--- src/rtl/instruction_fetch.sv ---
// Instruction fetch stage: owns the PC and the IF/ID pipeline register.
// Handles branch/jump redirects, decode stalls, and stops at the end of the program image.
module instruction_fetch #(
    parameter logic [31:0] RESET_PC   = 32'h0000_0000,
    parameter int          PROG_WORDS = 30
) (
    input  logic        clk,
    input  logic        rst_n,
    input  logic        stall,
    input  logic        branch_taken,
    input  logic [31:0] branch_target,
    input  logic        jump,
    input  logic [25:0] jump_index,
    input  logic [31:0] imInstruction,
    output logic [31:0] imAddress,
    output logic [31:0] ifid_instruction,
    output logic [31:0] ifid_pcPlus4,
    output logic        ifid_valid,
    output logic        halted,
    output logic [31:0] fetch_count
);

    localparam logic [0:0]  RUN        = 1'b0;
    localparam logic [0:0]  HALTED     = 1'b1;
    localparam logic [31:0] PROG_LIMIT = PROG_WORDS[31:0];

    logic [0:0]  state;
    logic [31:0] pc;
    logic [31:0] pc_plus4;
    logic [31:0] redirect_target;
    logic        redirect;
    logic        end_of_prog;
    logic        unused_bits;

    // Branch target is forced to word alignment; its low bits are intentionally dropped.
    assign unused_bits     = &{1'b0, branch_target[1:0]};

    assign redirect        = branch_taken | jump;
    assign redirect_target = branch_taken ? {branch_target[31:2], 2'b00}
                                          : {ifid_pcPlus4[31:28], jump_index, 2'b00};
    assign pc_plus4        = pc + 32'd4;
    assign end_of_prog     = {2'b00, pc[31:2]} >= PROG_LIMIT;

    assign imAddress = pc;
    assign halted    = (state == HALTED);

    always_ff @(posedge clk or negedge rst_n) begin
        if (!rst_n) begin
            state            <= RUN;
            pc               <= RESET_PC;
            ifid_instruction <= 32'h0000_0000;
            ifid_pcPlus4     <= 32'h0000_0000;
            ifid_valid       <= 1'b0;
            fetch_count      <= 32'h0000_0000;
        end else if (state == RUN) begin
            // Priority: redirect, then stall, then end-of-program, then a normal fetch.
            if (redirect) begin
                pc               <= redirect_target;
                ifid_instruction <= 32'h0000_0000;
                ifid_pcPlus4     <= 32'h0000_0000;
                ifid_valid       <= 1'b0;
            end else if (stall) begin
                pc <= pc;
            end else if (end_of_prog) begin
                state            <= HALTED;
                ifid_instruction <= 32'h0000_0000;
                ifid_pcPlus4     <= 32'h0000_0000;
                ifid_valid       <= 1'b0;
            end else begin
                pc               <= pc_plus4;
                ifid_instruction <= imInstruction;
                ifid_pcPlus4     <= pc_plus4;
                ifid_valid       <= 1'b1;
                fetch_count      <= fetch_count + 32'd1;
            end
        end else begin
            // Halted: only reset leaves this state, so keep IF/ID as a bubble.
            ifid_instruction <= 32'h0000_0000;
            ifid_pcPlus4     <= 32'h0000_0000;
            ifid_valid       <= 1'b0;
        end
    end

endmodule

--- config.mk ---
export PLATFORM = sky130hd
export DESIGN_NAME = instruction_fetch
export DESIGN_NICKNAME = d
export VERILOG_FILES = /design/src/rtl/instruction_fetch.sv
export SDC_FILE = /design/constraint.sdc
export NUM_CORES = 1
export LEC_CHECK = 0
export CAP_MARGIN = 20
export CORE_MARGIN = 2
export CORE_UTILIZATION = 33
export DETAILED_ROUTE_END_ITERATION = 8
export SYNTH_ARGS = -nofsm -noshare
export SYNTH_HDL_FRONTEND = slang
export SYNTH_SLANG_ARGS = --single-unit
--- constraint.sdc ---
create_clock -name clk -period 4.8 [get_ports clk]
set_input_delay 0.72 -clock clk [delete_from_list [all_inputs] [get_ports clk]]
set_output_delay 0.72 -clock clk [all_outputs]
set_load 0.1 [all_outputs]
## Word-level counts from Yosys, hierarchy flattened

Cells that the tools add are included.

| word-level totals | value |
|---|---|
| word-level logic and storage cells | 39 |
| input bits | 95 |
| register bits after elaboration | 130 |
| output and inout port bits | 130 |

| operators by class | value |
|---|---|
| muxes and demuxes | 20 |
| bitwise operators | 5 |
| magnitude comparators | 1 |
| add/subtract/negate cells | 2 |
| reductions and logical operators | 2 |
| equal/unequal tests | 3 |

Operator list:

| operator | count |
|---|---|
| two-way mux 32 bit | 12 |
| adder 32 x 1 -> 32 bit, second input constant | 1 |
| adder 32 x 3 -> 32 bit, second input constant | 1 |
| greater-or-equal comparator 30 x 5 -> 1 bit, second input constant | 1 |
| two-way mux 1 bit | 8 |
| inverter 1 bit | 4 |
| AND reduction 4 bit | 1 |
| != test 3 x 1 -> 1 bit, second input constant | 1 |
| AND reduction 3 bit | 1 |
| != test 2 x 1 -> 1 bit, second input constant | 1 |
| != test 2 bit, second input constant | 1 |
| bitwise OR 1 bit | 1 |

## Logic depth before layout (Yosys ltp)

| logic depth | value |
|---|---|
| depth in word-level cells | 5 |
| mapped depth | 8 |

## Least setup slack after synthesis

Ideal clock, no wire load.

| path | value |
|---|---|
| path type | register -> register |
| from | reg pc[3] (netlist: imAddress[3]) |
| to | reg pc[30] (netlist: imAddress[30]) |
| setup slack | 2059 ps |
| stages on the path, launching flop included | 7 |
| buffers on the path | 0 |
| library setup time | 122 ps |
| data arrival time | 2620 ps |
| period minus slack after synthesis | 2741 ps |
| cell sequence | dfrtp_1 ha_1 nand3_1 or3_1 nor3_1 a41oi_1 o22a_1 |

| on the way | value |
|---|---|
| cells in the longest elaborated chain, start to end | 4 |
| elaborated cells on any way between the ends | 7 |
| those cells by class | 1 x add/sub; 1 x order compare; 1 x eq/ne; 3 x mux; 1 x reduce/logical |

Ends and longest elaborated chain:

| item | line | text |
|---|---|---|
| start: declaration | 28 | `logic [31:0] pc;` |
| start signal: assignment | 58 | `pc <= redirect_target;` |
| start signal: assignment | 63 | `pc <= pc;` |
| start signal: assignment | 70 | `pc <= pc_plus4;` |
| adder 32 x 3 -> 32 bit | 41 | `assign pc_plus4 = pc + 32'd4;` |
| two-way mux 32 bit | 64 | `end else if (end_of_prog) begin` |
| two-way mux 32 bit | 62 | `end else if (stall) begin` |
| two-way mux 32 bit | 57 | `if (redirect) begin` |

Several ways; a longest one is shown, not always the timed one. The select of a mux whose other input is x is not followed.
A chain may end at the register's enable or synchronous reset.

## Worst setup path in the final report

| path | value |
|---|---|
| from | reg state (netlist: halted) |
| to | out halted |

RTL lines:

| item | line | text |
|---|---|---|
| start: declaration | 27 | `logic [0:0] state;` |
| start signal: assignment | 49 | `state <= RUN;` |
| start signal: assignment | 65 | `state <= HALTED;` |
| end: declaration | 19 | `output logic halted,` |

No word-level cell between the ends.

==> results.tsv <==
metric	value	unit
largest net degree at the start of global routing	48	
depth of the CTS H-tree	4	
Clock Latency Late Sink	0.42	ns
number of vias per cell	5.15	
clock skew	0.00976	ns
chip width	136	microns
CP peak stage delay	1.26	ns
die area	18400	sq um
Critical Path AT	2.46	ns
Crit Path Class	register to primary output	
I/O pin cnt	225	
Yosys reg bits	127	
Syn Std Cell Area	5720	sq um
final core utilization	0.511	
Async SR Flop Fraction	1.00	
LEAKAGE	3.62	nW
fin. max-slew vios	0	
nets	832	
RSZ-0062 raised after global routing	false	
Root Buffer	clkbuf_16	
Syn-to-layout area delta	53.0	%
fraction of layout cells with a size suffix above 1	0.0791	
Synth cell types	57	
crit-path cells	clkdlybuf4s50_1	
total grt overflow	0	
status	finished, final reports clean	
top achievable clock speed	315	MHz
vias in the first global route	5082	
register area share after synthesis	0.556	
Die H	136	microns
dpl hpwl	12500	microns
Core Box Area	17100	sq um
VDD IR max	0.282	mV
Final Cycle Share	0.662	
# hold bufs at CTS	0	
clock transition at the registers of the reported paths	0.06	ns
Critical Path RT	4.08	ns
WP buf/inv	1	
Post-Syn Instances	517	
Post-Syn Area per Cell	11.1	sq um
family with the most delay on the worst path	buffers and inverters	
dominant synthesized flop cell	dfrtp_1	
Rows	48	
CTS tree	built	
via count	5004	
Final setup viols	0	
PortBufs	220	
Final Hold Vio Count	0	
ANT nets after route	0	
slowest stage cell on the critical path	clkdlybuf4s50_1	
number of antenna diodes	0	
pwr/cell area	446	nW/um^2
min Tclk post-route	3.18	ns
first-pass GRT wire length	27400	microns
initial antenna violation count	0	
CP Capture Type	primary output	
Post-Route WL	17500	microns
Total Power	3.90	mW
Final TNS setup	0	ns
DR WL/cell	18.0	microns
Synth warnings	0	
gr usage total	0.194	
worst slew pin tran	1.04	ns
Placer Congestion	0.857	
Post-CTS Setup Repair Bufs	0	
Slew HR	0.307	
max-cap violations	0	
CTS Buf Count	17	
CTS sink count	127	
clk buf depth	2	
PostCTS Resize Cnt	0	
Post-synth EDFFs	0	
worst hold path class	primary input to async pin	
Starting Density	0.334	
Worst Setup Start Kind	register	
# DRC	0	
Max Fanout on Critical Path	15	
Iter 0 DRT Violations	285	
1st-pass router iterations	4	
-- per-stage QoR --
| stage | instance area (sq um) | std cells | hold slack [ns] | setup WS (ns) |
|---|---|---|---|---|
| 3_5_place_dp | 8120 | 939 | 0.470 | 1.41 |
| 6_report | 8740 | 971 | 0.296 | 1.62 |
| 3_3_place_gp | 8120 | 939 | 0.465 | 1.45 |
| 2_1_floorplan | 5720 | 518 | 0.424 | 2.06 |
| 4_1_cts | 8730 | 970 | 0.302 | 1.63 |
| 5_1_grt | 8740 | 971 | 0.344 | 1.53 |
-- per-layer routing --
metal | up-vias | wire length [microns] | track usage | part of all wire
met5 | - | 0 | 0 | 0
met4 | 0 | 333 | 0.0723 | 0.019
met3 | 26 | 1810 | 0.0666 | 0.10
met2 | 231 | 8120 | 0.304 | 0.47
met1 | 2412 | 7180 | 0.248 | 0.41
li1 | 2335 | - | - | -
-- cell usage after synthesis, drive strengths merged, types with 8 or more instances --
cell	instances	share of area
xnor2	22	0.034
o22a	9	0.014
nand4	22	0.025
buf	13	0.016
a21oi	11	0.0096
clkbuf	19	0.012
xor2	12	0.018
nand3	16	0.016
a22o	32	0.049
inv	8	0.0053
o21ai	21	0.018
nor3	15	0.017
nor2	28	0.018
and2	28	0.031
dfrtp	127	0.56
nand2	35	0.023
o22ai	15	0.016
-- sequential cells by signal (all words and copies together), names as in the netlist --
register and cells:
ifid_instruction 32, halted 1, imAddress 30, ifid_valid 1
ifid_pcPlus4 31, fetch_count 32
-- cell families (layout without fill, tap and decap cells) --
| family | Yosys count | in the layout | share of synthesized area |
|---|---|---|---|
| and+or+nand+nor | 180 | 180 | 0.181 |
| DFF | 127 | 127 | 0.556 |
| other | 1 | 2 | 0.000656 |
| AOI/OAI and AO/OA | 129 | 129 | 0.166 |
| buffers and inverters | 41 | 269 | 0.0341 |
| adders and majority gates | 3 | 3 | 0.00657 |
| xor gates and xnor gates | 34 | 34 | 0.0521 |
| muxes | 2 | 2 | 0.00372 |
-- layout make-up --
type,instances,area [sq um]
clock inverters,14,183
repair buffers,229,2280
multi-input cells,350,2360
fillers,1524,8370
inverters,9,33.8
well taps,225,282
clock buffers,17,425
flip-flops and latches,127,3180
-- worst paths after layout --
path	from	to	slack, ns	cells past startpoint
worst max-delay path	halted	halted	1.62	1
worst min-delay path	rst_n	ifid_pcPlus4[21]	0.30	1
worst max register to register	imAddress[16]	imAddress[27]	2.21	5
worst min register to register	ifid_pcPlus4[11]	ifid_pcPlus4[11]	0.48	1
max in group asynchronous	rst_n	ifid_instruction[29]	3.49	2
min in group clk	ifid_pcPlus4[11]	ifid_pcPlus4[11]	0.48	1
-- layout by cell type (no fill, tap or decap), types with 4 or more instances in the layout --
cell type	n
dfrtp_1	127
buf_4	8
nor2_1	28
a22o_1	32
o21ai_0	20
o22ai_1	15
xor2_1	12
clkbuf_16	17
inv_1	8
or3_1	5
clkdlybuf4s50_1	219
nand3_1	15
a22oi_1	7
and2_1	28
nor3_1	12
and3_1	5
a31oi_1	6
o31ai_1	5
a21oi_1	11
nor4_1	6
inv_6	4
nand4_1	21
nand2_1	35
o22a_1	9
xnor2_1	22
and4_1	7
-- where the power goes --
part | switching, mW | internal, mW
clock | 0.507 | 0.824
sequential | 0.152 | 1.16
combinational | 0.924 | 0.333
Power figures use the tool's default switching activity.
